$ cat src/rtl/pdp8l_pkg.sv
// pdp8l_pkg: shared FSM state encoding, IOT major opcode and IOP bit helpers for PDP-8/L I/O devices
package pdp8l_pkg;
  typedef enum logic [1:0] {IDLE, ACTIVE, GAP, DONE} state_t;
  localparam logic [2:0] IOT_MAJOR = 3'o6;
  // Index (0=IOP1, 1=IOP2, 2=IOP4) of the last IOP pulse an instruction's low bits ask for.
  function automatic logic [1:0] hi_bit(input logic [2:0] b);
    return b[2] ? 2'd2 : b[1] ? 2'd1 : 2'd0;
  endfunction
endpackage

$ cat src/rtl/pdp8l_sync_filter.sv
// pdp8l_sync_filter: 2-flop synchronizer plus FILTER-cycle glitch filter producing accepted rise/fall strobes
// Ports:
//   CLOCK, RESET  fabric clock, synchronous active-high reset
//   hold          while high, a qualified level change is kept waiting instead of being accepted
//   async_in      asynchronous input level
//   rise, fall    one-cycle strobes in the cycle a level change is accepted
module pdp8l_sync_filter #(
  parameter int FILTER = 3
) (
  input  logic CLOCK,
  input  logic RESET,
  input  logic hold,
  input  logic async_in,
  output logic rise,
  output logic fall
);
  localparam int CW = FILTER > 1 ? $clog2(FILTER) : 1;
  localparam logic [CW-1:0] CMAX = CW'(FILTER - 1);
  logic s1, s2, lvl, acc;
  logic [CW-1:0] cnt;
  // A change is accepted on its FILTER-th stable cycle; under hold the counter parks at CMAX
  // so the change is taken the very first cycle hold drops.
  assign acc  = (s2 != lvl) && cnt == CMAX && !hold;
  assign rise = acc && s2;
  assign fall = acc && !s2;
  always_ff @(posedge CLOCK)
    if (RESET) begin
      s1  <= 1'b0;
      s2  <= 1'b0;
      lvl <= 1'b0;
      cnt <= '0;
    end else begin
      s1  <= async_in;
      s2  <= s1;
      lvl <= acc ? s2 : lvl;
      cnt <= (s2 == lvl || acc) ? '0 : cnt == CMAX ? cnt : cnt + 1'b1;
    end
endmodule

$ cat src/rtl/pdp8l_iop_framer.sv
// pdp8l_iop_framer: frames PDP-8/L IOP1/2/4 pulses into one CSTEP-aligned iopstart/iopstop pair per IOT
// Ports:
//   CLOCK, RESET       fabric clock, synchronous active-high reset
//   CSTEP              clock-step enable; iopstart/iopstop only appear on CSTEP cycles
//   iop1_a/iop2_a/iop4_a  asynchronous IOP pulses from the 8/L bus
//   membuf, acbus      current instruction and accumulator, stable while IOPs are active
//   iopstart, iopstop  one-cycle frame boundary pulses
//   ioopcode, cputodev instruction and AC latched at frame start
//   busy               high from the accepted first edge until iopstop
//   spurious_cnt       saturating count of ignored pulses and timeouts
module pdp8l_iop_framer
  import pdp8l_pkg::*;
#(
  parameter int FILTER  = 3,
  parameter int TIMEOUT = 1000,
  parameter int TW      = 10
) (
  input  logic        CLOCK,
  input  logic        RESET,
  input  logic        CSTEP,
  input  logic        iop1_a,
  input  logic        iop2_a,
  input  logic        iop4_a,
  input  logic [11:0] membuf,
  input  logic [11:0] acbus,
  output logic        iopstart,
  output logic        iopstop,
  output logic [11:0] ioopcode,
  output logic [11:0] cputodev,
  output logic        busy,
  output logic [7:0]  spurious_cnt
);
  localparam logic [TW-1:0] TMAX = TW'(TIMEOUT - 1);
  state_t state, nxt;
  logic [2:0] iop_a, rise, fall;
  logic [1:0] rsel, cur, last;
  logic [TW-1:0] tcnt;
  logic hold, any_rise, any_edge, framed, qual, gap_ok, cur_fall, timeout, spur_inc, start_pend;
  assign iop_a = {iop4_a, iop2_a, iop1_a};
  // Edges arriving while a stop is still pending wait in the filters so frames never overlap.
  assign hold = state == DONE;
  for (genvar i = 0; i < 3; i++) begin : g_iop
    pdp8l_sync_filter #(.FILTER(FILTER)) u_filter (
      .CLOCK   (CLOCK),
      .RESET   (RESET),
      .hold    (hold),
      .async_in(iop_a[i]),
      .rise    (rise[i]),
      .fall    (fall[i])
    );
  end
  // Simultaneous rises are resolved toward the lowest IOP; the others are dropped.
  assign rsel     = rise[0] ? 2'd0 : rise[1] ? 2'd1 : 2'd2;
  assign any_rise = |rise;
  assign any_edge = |(rise | fall);
  assign framed   = state == ACTIVE || state == GAP;
  assign qual     = any_rise && membuf[11:9] == IOT_MAJOR && membuf[rsel];
  assign gap_ok   = any_rise && rsel > cur && ioopcode[rsel];
  assign cur_fall = fall[cur];
  assign timeout  = framed && !any_edge && tcnt == TMAX;
  assign spur_inc = (state == IDLE && any_rise && !qual) || (state == GAP && any_rise && !gap_ok) || timeout;
  always_ff @(posedge CLOCK)
    if (RESET) state <= IDLE;
    else state <= nxt;
  always_comb begin
    nxt = state;
    case (state)
      IDLE:    nxt = qual ? ACTIVE : IDLE;
      ACTIVE:  nxt = cur_fall ? (cur == last ? DONE : GAP) : timeout ? DONE : ACTIVE;
      GAP:     nxt = gap_ok ? ACTIVE : timeout ? DONE : GAP;
      default: nxt = iopstop ? IDLE : DONE;
    endcase
  end
  // DONE doubles as the stop-pending flag; a start still owed is always emitted first.
  always_comb begin
    iopstart = CSTEP && start_pend;
    iopstop  = CSTEP && state == DONE && !start_pend;
    busy     = state != IDLE && !iopstop;
  end
  always_ff @(posedge CLOCK)
    if (RESET) begin
      start_pend   <= 1'b0;
      ioopcode     <= '0;
      cputodev     <= '0;
      cur          <= '0;
      last         <= '0;
      tcnt         <= '0;
      spurious_cnt <= '0;
    end else begin
      if (state == IDLE && qual) begin
        ioopcode <= membuf;
        cputodev <= acbus;
        last     <= hi_bit(membuf[2:0]);
      end
      cur          <= (state == IDLE && qual) || (state == GAP && gap_ok) ? rsel : cur;
      start_pend   <= (state == IDLE && qual) || (start_pend && !CSTEP);
      tcnt         <= (any_edge || !framed) ? '0 : tcnt + 1'b1;
      spurious_cnt <= spur_inc && spurious_cnt != 8'hff ? spurious_cnt + 1'b1 : spurious_cnt;
    end
endmodule

$ cat config.mk
export PLATFORM = sky130hd
export DESIGN_NAME = pdp8l_iop_framer
export DESIGN_NICKNAME = d
export VERILOG_FILES = /design/src/rtl/pdp8l_pkg.sv /design/src/rtl/pdp8l_sync_filter.sv /design/src/rtl/pdp8l_iop_framer.sv
export SDC_FILE = /design/constraint.sdc
export NUM_CORES = 1
export LEC_CHECK = 0
export BUFFER_PORTS_ARGS = -buffer_cell sky130_fd_sc_hd__buf_2
export CORE_MARGIN = 2
export CORE_UTILIZATION = 49
export DETAILED_ROUTE_END_ITERATION = 12
export GPL_ROUTABILITY_DRIVEN = 0
export PLACE_DENSITY = 0.73
export SETUP_SLACK_MARGIN = 0.05
export SYNTH_ARGS = -nofsm -noshare
export SYNTH_HDL_FRONTEND = slang
export SYNTH_SLANG_ARGS = --single-unit
$ cat constraint.sdc
create_clock -name CLOCK -period 5.38 [get_ports CLOCK]
set_clock_uncertainty 0.2 [all_clocks]
set_input_delay 1.076 -clock CLOCK [delete_from_list [all_inputs] [get_ports CLOCK]]
set_output_delay 1.076 -clock CLOCK [all_outputs]
set_load 0.005 [all_outputs]
* Word-level counts from Yosys, hierarchy flattened *
Index checks and enable logic that the tools add are counted.

operators by class
  equality and inequality tests = 16
  bitwise operators = 1
  muxes and demuxes = 18
  reductions and logical operators = 58
  add/subtract/negate cells = 5
  magnitude comparators = 3

operators with widths
  kind                                                 count
  logical AND 1 bit                                    30
  2-to-1 mux 2 bit                                     7
  zero test 1 bit                                      11
  adder 10 x 1 -> 10 bit (second input constant)       1
  == test 10 bit (second input constant)               1
  == test 2 bit (second input constant)                5
  logical OR 1 bit                                     9
  adder 8 x 1 -> 8 bit (second input constant)         1
  inequality test 8 bit (second input constant)        1
  OR reduction 2 bit                                   4
  2-to-1 mux 1 bit                                     7
  adder 2 x 1 -> 2 bit (second input constant)         3
  binary-select mux 1 bit (select 2 bit)               3
  case mux 2 bit (3 select lines)                      1
  OR reduction 3 bit                                   2
  < comparator 2 x 5 -> 1 bit (second input constant)  1
  == test 1 bit                                        3
  == test 3 bit (second input constant)                1
  < comparator 2 x 3 -> 1 bit (second input constant)  1
  inequality test 1 bit                                3
  bitwise OR 3 bit                                     1
  == test 2 x 1 -> 1 bit (second input constant)       1
  == test 2 bit                                        1
  greater-than comparator 2 bit                        1
  other kinds (2)                                      2

storage, ports and cells
  register bits after elaboration = 64
  output and inout bits = 35
  bits of input ports = 30

* Logic depth before layout (Yosys ltp) *
Gate-level depths: netlist of the first run.

  depth in word-level cells = 14
  depth in mapped cells = 12
  mapped depth without buffers = 12

* By module *
A second synthesis of the first run with hierarchy kept.

unflattened totals
  cells, all modules = 310
  area total of the unflattened synthesis = 2865.2 sq um

modules (own cells, without submodules)
  module             seq. area each (sq um)  times used  cells an instance  area each (sq um)
  pdp8l_iop_framer   960.9                   1           241                2182.1
  pdp8l_sync_filter  100.1                   3           23                 227.7

* Worst setup path before layout of the first run *
No wires, ideal clock.

  path type = flip-flop to flip-flop
  from = register state[0]
  to = register spurious_cnt[6]
  path buffers = 1
  arrival time = 2513 ps
  path slack = 2581 ps
  stages on the path, launching flop included = 13
  clock period less this slack = 2799 ps
  path through = dfxtp_1 ha_1 buf_2 nand4bb_1 nand2_1 ha_1 nor3_1 o21ai_0 nand4b_1 a22oi_4 or2_1 and4b_1 a211oi_1

between the ends
  word-level cells in the longest chain between the ends = 14

ends and longest elaborated chain
  what                                                                  RTL line                                        text
  from (decl)                                                           pdp8l_iop_framer.sv:34                          state_t state, nxt;
  from (signal assigned)                                                pdp8l_iop_framer.sv:64                          else state <= nxt;
  == test 2 bit                                                         pdp8l_iop_framer.sv:41                          assign hold = state == DONE;
  zero test 1 bit                                                       pdp8l_sync_filter.sv:23                         assign acc = (s2 != lvl) && cnt == CMAX && !hold;
  logical AND 1 bit                                                     pdp8l_sync_filter.sv:23
  logical AND 1 bit                                                     pdp8l_sync_filter.sv:24                         assign rise = acc && s2;
  2-to-1 mux 2 bit (2 in a row)                                         pdp8l_iop_framer.sv:53                          assign rsel = rise[0] ? 2'd0 : rise[1] ? 2'd1 : 2'd2;
  binary-select mux 1 bit (select 2 bit), or another cell as far along  pdp8l_iop_framer.sv:57                          assign qual = any_rise && membuf[11:9] == IOT_MAJOR && membuf[rsel];
  2-to-1 mux 1 bit (implied by the code), or another cell as far along  pdp8l_iop_framer.sv:57
  logical AND 1 bit (on tied branches)                                  pdp8l_iop_framer.sv:57, pdp8l_iop_framer.sv:58
  zero test 1 bit                                                       pdp8l_iop_framer.sv:61                          assign spur_inc = (state == IDLE && any_rise && !qual) || (state == GAP && any_rise && !gap_ok) || timeout;
  logical AND 1 bit                                                     pdp8l_iop_framer.sv:61
  logical OR 1 bit                                                      pdp8l_iop_framer.sv:61
  logical OR 1 bit (*)                                                  pdp8l_iop_framer.sv:61
  logical AND 1 bit (*)                                                 pdp8l_iop_framer.sv:98                          spurious_cnt <= spur_inc && spurious_cnt != 8'hff ? spurious_cnt + 1'b1 : spurious_cnt;
  to (signal assigned)                                                  pdp8l_iop_framer.sv:98
  to (decl)                                                             pdp8l_iop_framer.sv:31                          output logic [7:0] spurious_cnt

Every way passes the cells marked *; elsewhere a longest branch is shown, timed or not. The select of a mux whose other input is x is not followed.
A chain may end at the register's enable or synchronous reset.

* Worst setup path after layout of the first run *
  from = register state[0]
  to = register cur[0]

between the ends
  word-level cells in the longest chain between the ends = 11

ends and longest elaborated chain
  what                                                                  RTL line                                        text
  == test 2 bit                                                         pdp8l_iop_framer.sv:41
  zero test 1 bit                                                       pdp8l_sync_filter.sv:23
  logical AND 1 bit                                                     pdp8l_sync_filter.sv:23
  logical AND 1 bit                                                     pdp8l_sync_filter.sv:24
  2-to-1 mux 2 bit (2 in a row)                                         pdp8l_iop_framer.sv:53
  binary-select mux 1 bit (select 2 bit), or another cell as far along  pdp8l_iop_framer.sv:57
  2-to-1 mux 1 bit (implied by the code), or another cell as far along  pdp8l_iop_framer.sv:57
  logical AND 1 bit (on tied branches)                                  pdp8l_iop_framer.sv:57, pdp8l_iop_framer.sv:58
  logical AND 1 bit                                                     pdp8l_iop_framer.sv:95                          cur <= (state == IDLE && qual) || (state == GAP && gap_ok) ? rsel : cur;
  logical OR 1 bit                                                      pdp8l_iop_framer.sv:95
  to (signal assigned)                                                  pdp8l_iop_framer.sv:95
  to (decl)                                                             pdp8l_iop_framer.sv:36                          logic [1:0] rsel, cur, last;

Several ways; a longest one is shown, not always the timed one. The select of a mux whose other input is x is not followed.

==> out/metrics.yaml, run 1 <==
ctsResizeCount: 0
synth_top_family_by_area: "simple AND/OR/NAND/NOR gates"
cts_tree: "done"
core-area_sq_mm: 0.00557
leakage_nw: 1.42
min_period_ns: 3.27
drv_slew: 0
finalSetupViolCount: 0
hp-start: "g_iop[2].u_filter.s1"
r2r-end: "cur[0]"
ys.flop_type: "dfxtp_1"
min_to: "g_iop[2].u_filter.s2"
swShare_pct: 21.7
slowest_delay_ns: 0.78
max_freq_ghz: 0.306
synth_common_cells: "63 x dfxtp_1, 55 x nand2_1, 32 x a21oi_1, 28 x nor2_1, 12 x clkbuf_1"
rsz0062_at_grt: "no"
endpoint_kind: "flop"
grt_pass1_vias: 2196
areaGrowthSynthToFinish_pct: 19.2
min_path_type: "flop to flop"
grt_pass1_wl_mm: 9.58
finalNonFillerCells: 468
worst_r2r_path_depth: 8
num_vias: 2448
cp_slowest_cell: "and2_1"
postSynth.asyncResetShare_pct: 0
r2r_start: "state[0]"
synth-edff-count: 0
wl_per_cell_microns: 12.8
syn-num-nets: 372
cts_buffers: 9
numPortBuffers: 64
cts_hold_buf: 0
layout.area.seq_sq_mm: 0.00126
clk_pin_slew_ns: 0.07
syn_area_sq_mm: 0.00286
powerDensity_mw_per_mm2: 270
switching_power_uw: 200
ant_nets: 0
wl_met2_mm: 2.79
cts.path.max_buffers: 2
whs_ns: 0.237
maxSlewHeadroom_pct: 36.5
internal_power_uw: 721
grt_use_total_pct: 19.2
drtPass1Iterations: 4
cp.arrival_ns: 3.33
cp_max_fo: 25
regToRegSetupSlack_ns: 2.11
clock_sinks: 63
grt_overflow: 0
synth.most_common_cell: "dfxtp_1"
dp.cells: 453
synth_top_area_cell: "dfxtp_1"
start_kind: "flop"
io_pins: 65
hold_depth: 1
synth-simple-area-share_pct: 28.3
routed.top_layer: "met4"
htreeDepth: 3
yosys.area_share.xor_xnor_pct: 3.98
start_util_pct: 51.3
antenna_found_initial: 0
synth_compound_area_share_pct: 12.7
post-cts-setup-buffers: 0
hpwlAfterDp_mm: 4.22
clkLatencyLatePin_ns: 0.34
final_layout_size_suffix_gt1_share_pct: 22.2
post-route-util_pct: 61.2
power_frac_comb_pct: 4.0
synth_mux_area_share_pct: 2.67
synth-adder-area-share_pct: 4.81
wl_mm: 5.97
insertedDiodeCount: 0
wirelength_met1_mm: 2.77
irDropWorstVdd_mv: 0.189
row_count: 27
die-area_sq_mm: 0.00646
seq_power_share_pct: 51.5
path_common_cell: "a21oi_1"
synth_top_cell_area_share_pct: 44.1
status: "completed"
ys_seq_area_share_pct: 44.1
drc: 0
ys_types: 48
drv_cap: 0
drtIter0Drc: 103
finalCritPeriodShare_pct: 60.8
syn_avg_cell_area_sq_um: 8.64
path_cells: "ha_1 -> nand4bb_1 -> o2111ai_1 -> a21oi_1 -> and2_1 -> a21oi_1 -> or2_1 -> a21oi_1"
crit_type: "flop to flop"
clkPwrFrac_pct: 44.5
grt_max_degree: 53
synth_area_leaders: "dfxtp_1 44%, nand2_1 7.2%, a21oi_1 5.6%"
synth_seq_cells: 63
finalNetCount: 433
dieWidth_microns: 80.4
wl_met3_microns: 296
hold_viol: 0
die_h_microns: 80.4
fill_cells: 546
clock-root-buffer: "clkbuf_8"
required_ns: 5.44
ys_warn_count: 0
multi_input_area_sq_mm: 0.00150
worst_pin_slew_ns: 0.952
setup_tns_ns: 0
synthCells: 331
viasPerCell: 5.23
[worst max path at each step]
stage | startpoint | endpoint | slack (ns)
after floorplan | state[0] | spurious_cnt[6] | 2.58
after global placement | membuf[9] | cur[0] | 2.26
after detailed placement | state[0] | cur[0] | 2.14
after CTS | state[0] | cur[0] | 2.11
after global routing | state[0] | cur[0] | 1.80
final | state[0] | cur[0] | 2.11
[routing by layer]
layer / GRT usage, % / vias to the layer above
li1: - / 1263
met3: 5.06 / 11
met1: 24.1 / 1118
met5: 0 / -
met2: 30.4 / 56
met4: 9.32 / 0
[area by class of cell]
class,instances,share of cell area (%)
Timing Repair Buffer,64,9.39
Multi-Input combinational cell,243,44.0
Clock inverter,4,1.32
Sequential cell,63,37.0
Clock buffer,11,4.44
Inverter,11,1.21
Tap cell,72,2.64
[logic make-up (layout without fill, tap and decap cells)]
logic type                 after synthesis  count (layout)
AOI/OAI and AO/OA                       60              60
xor gates and xnor gates                13              13
adders and majority gates               11              11
buffers and inverters                   25              90
DFF                                     63              63
muxes                                    7               7
and+or+nand+nor                        152             152
[placed cells by master, fill, tap and decap left out, drive strengths merged, types with 5 or more instances in the layout]
master	count
a21oi	32
and2	5
xor2	6
nand2	55
inv	11
nand3	9
o21ai	10
a31oi	5
and3	6
buf	64
mux2i	5
nor2b	8
xnor2	7
nor2	28
nor3	9
ha	11
clkbuf	11
dfxtp	63
[critical path: cells and delay by family, from the launching register on]
kind                     cells  cell delay (ns)
AND/OR/NAND/NOR              3             1.41
AO/OA/AOI/OAI                4             0.71
adder cells (fa/ha/maj)      1             0.48
flip-flops                   1             0.40
[flip-flops by register name (all words and copies together) (netlist names)]
register            count
g_iop.u_filter.s2       3
ioopcode               12
g_iop.u_filter.lvl      3
cur                     2
last                    1
tcnt                   10
cputodev               12
start_pend              1
g_iop.u_filter.cnt      6
state                   2
g_iop.u_filter.s1       3
spurious_cnt            8
[stage by stage]
stage          setup WS [ns]  power, mW  instance area (sq um)
6_report                2.11      0.921                   3410
5_1_grt                 1.80      0.955                   3410
3_5_place_dp            2.14      0.521                   3210
3_3_place_gp            2.26      0.521                   3210
2_1_floorplan           2.58      0.505                   2860
4_1_cts                 2.11      0.933                   3410
[power groups by stage]
stage / sequential (mW) / combinational [mW] / clock (mW)
after global routing: 0.474 / 0.0408 / 0.440
after floorplan: 0.484 / 0.0207 / 0
after detailed placement: 0.485 / 0.0367 / 0
after global placement: 0.484 / 0.0364 / 0
final: 0.474 / 0.0368 / 0.410
after CTS: 0.474 / 0.0368 / 0.422
No activity file was read; power rests on OpenSTA's default activity.
==> inputs of run 2 (changes only) <==
==> constraint.sdc (replaced) <==
create_clock -name CLOCK -period 3.1 [get_ports CLOCK]
set_clock_uncertainty 0.2 [all_clocks]
set_input_delay 0.62 -clock CLOCK [delete_from_list [all_inputs] [get_ports CLOCK]]
set_output_delay 0.62 -clock CLOCK [all_outputs]
set_load 0.005 [all_outputs]
==> run 2 against run 1 <==
- combinational power up 76%
- non-clock buffer count up 8
- die area unchanged
- core utilization grew 1.2 points
- flip-flop and latch count is the same
- worst setup slack got worse by 1.9 ns
- first-iteration DRC count increased by 53%
- design area up 1.9%
- largest cell class unchanged
- maximum frequency is 14% higher
- worst hold slack better by 0.0038 ns
==> out/metrics.yaml, run 2 (synthesized netlist as in run 1, its figures left out) <==
final_area_sq_mm: 0.00347  # was 0.00341 sq mm
final_layout_size_suffix_gt1_share_pct: 24.0  # was 22.2%
powerDensity_mw_per_mm2: 453  # was 270 mW/mm^2
areaGrowthSynthToFinish_pct: 21.5  # was 19.2%
die_h_microns: 80.4  # unchanged
dp.cells: 461  # was 453
required_ns: 3.16  # was 5.44 ns
maxSlewHeadroom_pct: 68.2  # was 36.5%
hpwlAfterDp_mm: 4.53  # was 4.22 mm
io_pins: 65  # unchanged
min_path_type: "flop to flop"  # unchanged
cts_tree: "done"  # unchanged
crit_type: "flop to flop"  # unchanged
endpoint_kind: "flop"  # unchanged
finalCritPeriodShare_pct: 92.9  # was 60.8%
final_cell_mix: "64 x buf_2, 63 x dfxtp_1, 55 x nand2_1, 32 x a21oi_1, 28 x nor2_1"  # unchanged
hold_viol: 0  # unchanged
status: "completed"  # unchanged
cp.arrival_ns: 2.94  # was 3.33 ns
cp_max_fo: 8  # was 25
drv_slew: 0  # unchanged
fill_cells: 493  # was 546
cts.path.max_buffers: 2  # unchanged
placed_area_sq_mm: 0.00327  # was 0.00321 sq mm
worst_pin_slew_ns: 0.476  # was 0.952 ns
irDropWorstVdd_mv: 0.279  # was 0.189 mV
grt_use_total_pct: 20.3  # was 19.2%
clk_pin_slew_ns: 0.07  # about the same
start_kind: "flop"  # unchanged
core-area_sq_mm: 0.00557  # unchanged
post-place-ws_ns: 0.0998  # was 2.14 ns
viasPerCell: 5.28  # was 5.23
wl_mm: 6.20  # was 5.97 mm
clkLatencyLatePin_ns: 0.34  # about the same
rsz0062_at_grt: "no"  # unchanged
clock-root-buffer: "clkbuf_8"  # unchanged
htreeDepth: 3  # unchanged
drtIter0Drc: 158  # was 103
clock_sinks: 63  # unchanged
top_regs: "cputodev x12, ioopcode x12, tcnt x10"  # unchanged
grt_pass1_wl_mm: 10.1  # was 9.58 mm
num_vias: 2519  # was 2,448
insertedDiodeCount: 0  # unchanged
finalNetCount: 441  # was 433
min_period_ns: 2.88  # was 3.27 ns
start_util_pct: 51.3  # unchanged
final_common_cell: "buf_2"  # unchanged
post-route-util_pct: 62.3  # was 61.2%
setup_tns_ns: 0  # unchanged
grt_pass1_vias: 2291  # was 2,196
grt_max_degree: 30  # was 53
drv_cap: 0  # unchanged
wl_per_cell_microns: 13.0  # was 12.8 microns
ant_nets: 0  # unchanged
max_freq_ghz: 0.347  # was 0.306 GHz
finalNonFillerCells: 477  # was 468
die-area_sq_mm: 0.00646  # unchanged
ctsResizeCount: 0  # unchanged
cts_hold_buf: 0  # unchanged
dieWidth_microns: 80.4  # unchanged
antenna_found_initial: 0  # unchanged
drc: 0  # unchanged
cts_buffers: 9  # unchanged
post-cts-setup-buffers: 0  # unchanged
grt_overflow: 0  # unchanged
fin_ws_ns: 0.219  # was 2.11 ns
numPortBuffers: 64  # unchanged
finalSetupViolCount: 0  # unchanged
drtPass1Iterations: 4  # unchanged
leakage_nw: 1.45  # was 1.42 nW
row_count: 27  # unchanged
-- run 2: cell types whose count changed in the layout (fill, tap and decap cells not counted) --
cell and delta:
clkinv_4 +1, ha_1 -1, clkinvlp_4 +1, buf_4 +8, ha_4 +1, o21ai_0 -1
o21ai_1 +1, clkbuf_8 -2, clkbuf_1 +1
-- run 2: path summary, 6_finish.rpt --
| kind | startpoint | end | slack (ns) | depth (start not counted) |
|---|---|---|---|---|
| min reg2reg | g_iop[1].u_filter.s1 | g_iop[1].u_filter.s2 | 0.24 | 1 |
| max reg2reg | state[0] | spurious_cnt[6] | 0.22 | 11 |
| min | g_iop[1].u_filter.s1 | g_iop[1].u_filter.s2 | 0.24 | 1 |
| max | state[0] | spurious_cnt[6] | 0.22 | 11 |
-- run 2: critical path: stages, from the launching register on --
cell	delay, ns
dfxtp_1	0.36
ha_4	0.21
and4bb_2	0.35
nand2_1	0.09
ha_1	0.31
nor3_1	0.19
o21ai_1	0.11
nand4b_1	0.18
a22oi_4	0.08
or2_1	0.29
and4b_1	0.21
a211oi_1	0.21
-- run 2: final cells by class --
class	count	area (sq um)	area share, %
multi-input cells	243	1510	43.5
flip-flops and latches	63	1260	36.3
repair buffers	72	380	10.9
clock buffers	10	128	3.67
well taps	72	90.1	2.59
clock inverters	6	61.3	1.76
inverters	11	41.3	1.19
-- run 2: per-stage QoR --
stage	hold WS [ns]	total power, mW
after floorplan	0.214	0.876
after global placement	0.217	0.904
after detailed placement	0.227	0.906
after CTS	0.244	1.59
after global routing	0.258	1.63
final	0.241	1.57
-- run 2: per-layer routing --
| metal | global-route usage (%) | share of wire (%) |
|---|---|---|
| met5 | 0 | 0 |
| met4 | 11.9 | 2.4 |
| met3 | 4.61 | 4.4 |
| met2 | 31.6 | 45 |
| met1 | 25.8 | 48 |
-- run 2: where the power goes --
group / internal (mW) / switching, mW
Clock: 0.368 / 0.317
Sequential: 0.816 / 0.00671
Combinational: 0.0290 / 0.0357
Total: 1.21 / 0.360
==> inputs of run 3 (changes only) <==
--- a/config.mk
+++ b/config.mk
@@ -14,4 +14,5 @@
 export SETUP_SLACK_MARGIN = 0.05
 export SYNTH_ARGS = -nofsm -noshare
 export SYNTH_HDL_FRONTEND = slang
+export SYNTH_HIERARCHICAL = 1
 export SYNTH_SLANG_ARGS = --single-unit
==> run 3 against run 2 <==
- flip-flop and latch count is the same
- register-to-register slack lost 0.05 ns
- area after synthesis grew 0.17%
- worst hold slack gained 0.0057 ns
- global-route usage shrank 1.1 points
- routed wire length shrank 2.4%
- total power grew 13%
- non-clock buffer count is the same
- count of clock-buffer cells in the layout shrank 1
- cell count shrank 3.6%
- critical path type unchanged
- critical endpoint is now spurious_cnt[7]
- highest routed layer unchanged
==> out/metrics.yaml, run 3 <==
maxSlewHeadroom_pct: 66.0  # was 68.2%
clk_pin_slew_ns: 0.08  # was 0.07 ns
path_buf_inv: 1  # was 0
ys_warn_count: 6  # was 0
grt_overflow: 0  # unchanged
cts.path.max_buffers: 2  # unchanged
clkLatencyLatePin_ns: 0.34  # about the same
core-area_sq_mm: 0.00557  # unchanged
drc: 0  # unchanged
drtPass1Iterations: 4  # unchanged
num_vias: 2371  # was 2,519
final_common_cell: "buf_2"  # unchanged
status: "completed"  # unchanged
synth_top_area_cell: "dfxtp_1"  # unchanged
drtIter0Drc: 57  # was 158
synth_area_leaders: "dfxtp_1 44%, mux2i_1 8.7%, nor2_1 6.3%"  # was dfxtp_1 44%, nand2_1 7.2%, a21oi_1 5.6%
path_cells: "inv_1 -> ha_2 -> nand2b_4 -> nor2_4 -> or2b_2 -> ha_1 -> nor2_2 -> mux2i_1 -> o211ai_1 -> and4_4 -> nor3_1 -> mux2_2"  # was ha_4 -> and4bb_2 -> nand2_1 -> ha_1 -> nor3_1 -> o21ai_1 -> nand4b_1 -> a22oi_4 -> or2_1 -> and4b_1 -> a211oi_1
cts_tree: "done"  # unchanged
io_pins: 65  # unchanged
numPortBuffers: 64  # unchanged
clock_sinks: 63  # unchanged
ys.flop_type: "dfxtp_1"  # unchanged
hold_depth: 2  # was 1
row_count: 27  # unchanged
cp.arrival_ns: 2.96  # was 2.94 ns
syn-num-nets: 350  # was 372
slowest_delay_ns: 0.34  # was 0.36 ns
synthCells: 310  # was 331
hpwlAfterDp_mm: 4.24  # was 4.53 mm
routed.top_layer: "met4"  # unchanged
ant_nets: 0  # unchanged
drv_cap: 0  # unchanged
synth.most_common_cell: "dfxtp_1"  # unchanged
synth-edff-count: 0  # unchanged
dieWidth_microns: 80.5  # was 80.4 microns
final_layout_size_suffix_gt1_share_pct: 30.4  # was 24.0%
cts_buffers: 9  # unchanged
start_util_pct: 51.4  # was 51.3%
insertedDiodeCount: 0  # unchanged
synth_seq_cells: 63  # unchanged
drv_slew: 0  # unchanged
wl_met3_microns: 353  # was 271 microns
cp.depth: 12  # was 11
htreeDepth: 3  # unchanged
setup_tns_ns: 0  # unchanged
synth_top_cell_area_share_pct: 44.0  # was 44.1%
final_cell_mix: "64 x buf_2, 61 x dfxtp_1, 46 x nor2_1, 25 x mux2i_1, 17 x nand3_1"  # was 64 x buf_2, 63 x dfxtp_1, 55 x nand2_1, 32 x a21oi_1, 28 x nor2_1
antenna_found_initial: 0  # unchanged
hold_viol: 0  # unchanged
top_regs: "cputodev x12, ioopcode x12, tcnt x10"  # unchanged
ys_types: 46  # was 48
synth_common_cells: "63 x dfxtp_1, 48 x nor2_1, 25 x mux2i_1, 17 x nand3_1, 16 x nand2_1"  # was 63 x dfxtp_1, 55 x nand2_1, 32 x a21oi_1, 28 x nor2_1, 12 x clkbuf_1
finalSetupViolCount: 0  # unchanged
grt_pass1_vias: 2180  # was 2,291
grt_max_degree: 25  # was 30
die-area_sq_mm: 0.00648  # was 0.00646 sq mm
p_total_mw: 1.78  # was 1.57 mW
cp_slowest_cell: "and4_4"  # was dfxtp_1
finalCritPeriodShare_pct: 94.6  # was 92.9%
wl_met2_mm: 2.93  # was 2.80 mm
areaGrowthSynthToFinish_pct: 25.6  # was 21.5%
worst_r2r_path_depth: 12  # was 11
wl_mm: 6.05  # was 6.20 mm
die_h_microns: 80.5  # was 80.4 microns
start_kind: "flop"  # unchanged
min_path_type: "flop to flop"  # unchanged
grt_use_total_pct: 19.2  # was 20.3%
cts_hold_buf: 0  # unchanged
regToRegSetupSlack_ns: 0.17  # was 0.22 ns
clock-root-buffer: "clkbuf_8"  # unchanged
viasPerCell: 5.15  # was 5.28
required_ns: 3.13  # was 3.16 ns
crit_type: "flop to flop"  # unchanged
grt_pass1_wl_mm: 9.62  # was 10.1 mm
cp_max_fo: 8  # unchanged
irDropWorstVdd_mv: 0.323  # was 0.279 mV
postSynth.asyncResetShare_pct: 0  # unchanged
finalNetCount: 423  # was 441
cp_top_family: "simple AND/OR/NAND/NOR gates"  # unchanged
wl_per_cell_microns: 13.2  # was 13.0 microns
min_period_ns: 2.93  # was 2.88 ns
rsz0062_at_grt: "no"  # unchanged
leakage_nw: 1.42  # was 1.45 nW
syn_area_sq_mm: 0.00287  # was 0.00286 sq mm
endpoint_kind: "flop"  # unchanged
syn_avg_cell_area_sq_um: 9.24  # was 8.64 sq um
worst_pin_slew_ns: 0.510  # was 0.476 ns
powerDensity_mw_per_mm2: 493  # was 453 mW/mm^2
wirelength_met1_mm: 2.68  # was 2.98 mm
whs_ns: 0.247  # was 0.241 ns
post-route-util_pct: 64.6  # was 62.3%
max_freq_ghz: 0.341  # was 0.347 GHz
ys_seq_area_share_pct: 44.0  # was 44.1%
## run 3: cell count changes after synthesis, moves of 8 or more
cell	change
nor2_1	+20
a21oi_1	-18
mux2i_1	+20
nand3_1	+8
nand2_1	-39
## run 3: tightest hold or removal path, delay by kind of cell (launching register included)
kind	cells	cell delay [ns]
AOI/OAI and AO/OA	1	0.05
buffers and inverters	1	0.05
DFF	1	0.31
## run 3: power breakdown
part	switching [mW]	internal [mW]	leakage, nW	total, mW
logic	0.0426	0.0378	0.791	0.0804
clock network	0.335	0.537	0.120	0.872
registers	0.00632	0.816	0.510	0.823
## run 3: final timing paths
kind	start	endpoint
worst min register to register	ioopcode[11]	ioopcode[11]
worst max register to register	g_iop[1].u_filter/cnt[0]	spurious_cnt[7]
worst max-delay path	g_iop[1].u_filter/cnt[0]	spurious_cnt[7]
worst min-delay path	ioopcode[11]	ioopcode[11]
## run 3: kinds of logic after synthesis
family | after synthesis | share of synthesized area (%)
multiplexers | 27 | 9.52
AO/OA/AOI/OAI | 43 | 9.04
adder cells (fa/ha/maj) | 10 | 4.37
flip-flops | 63 | 44.0
buffers and inverters | 23 | 3.71
AND/OR/NAND/NOR | 134 | 26.3
XOR/XNOR | 10 | 3.06
## run 3: layer usage
metal | track usage (%) | vias up
li1 | - | 1206
met1 | 22.8 | 1093
met2 | 32.1 | 60
met3 | 6.29 | 12
met4 | 7.46 | 0
met5 | 0 | -
## run 3: layout make-up
cell class,instances,area (sq um)
fill,459,1980
clock inverter,7,120
tap,72,90.1
sequential,63,1260
multi-input combinational,225,1580
timing repair buffer,72,380
clock buffer,9,124
inverter,12,45.0
## run 3: stage by stage
step                cell area (sq um)  worst slack (ns)  instances
finish                           3600             0.169        460
global route                     3600            0.0157        460
CTS                              3530            0.0504        458
detailed placement               3280           -0.0339        442
global placement                 3280            0.0680        442
floorplan                        2880             0.119        310
## run 3: timing repair
action                     4_1_cts  5_1_grt
gates cloned                     0        1
resized for setup                2       11
pin swaps                        0        3
setup endpoints to repair        7        8
setup buffers                    0        1
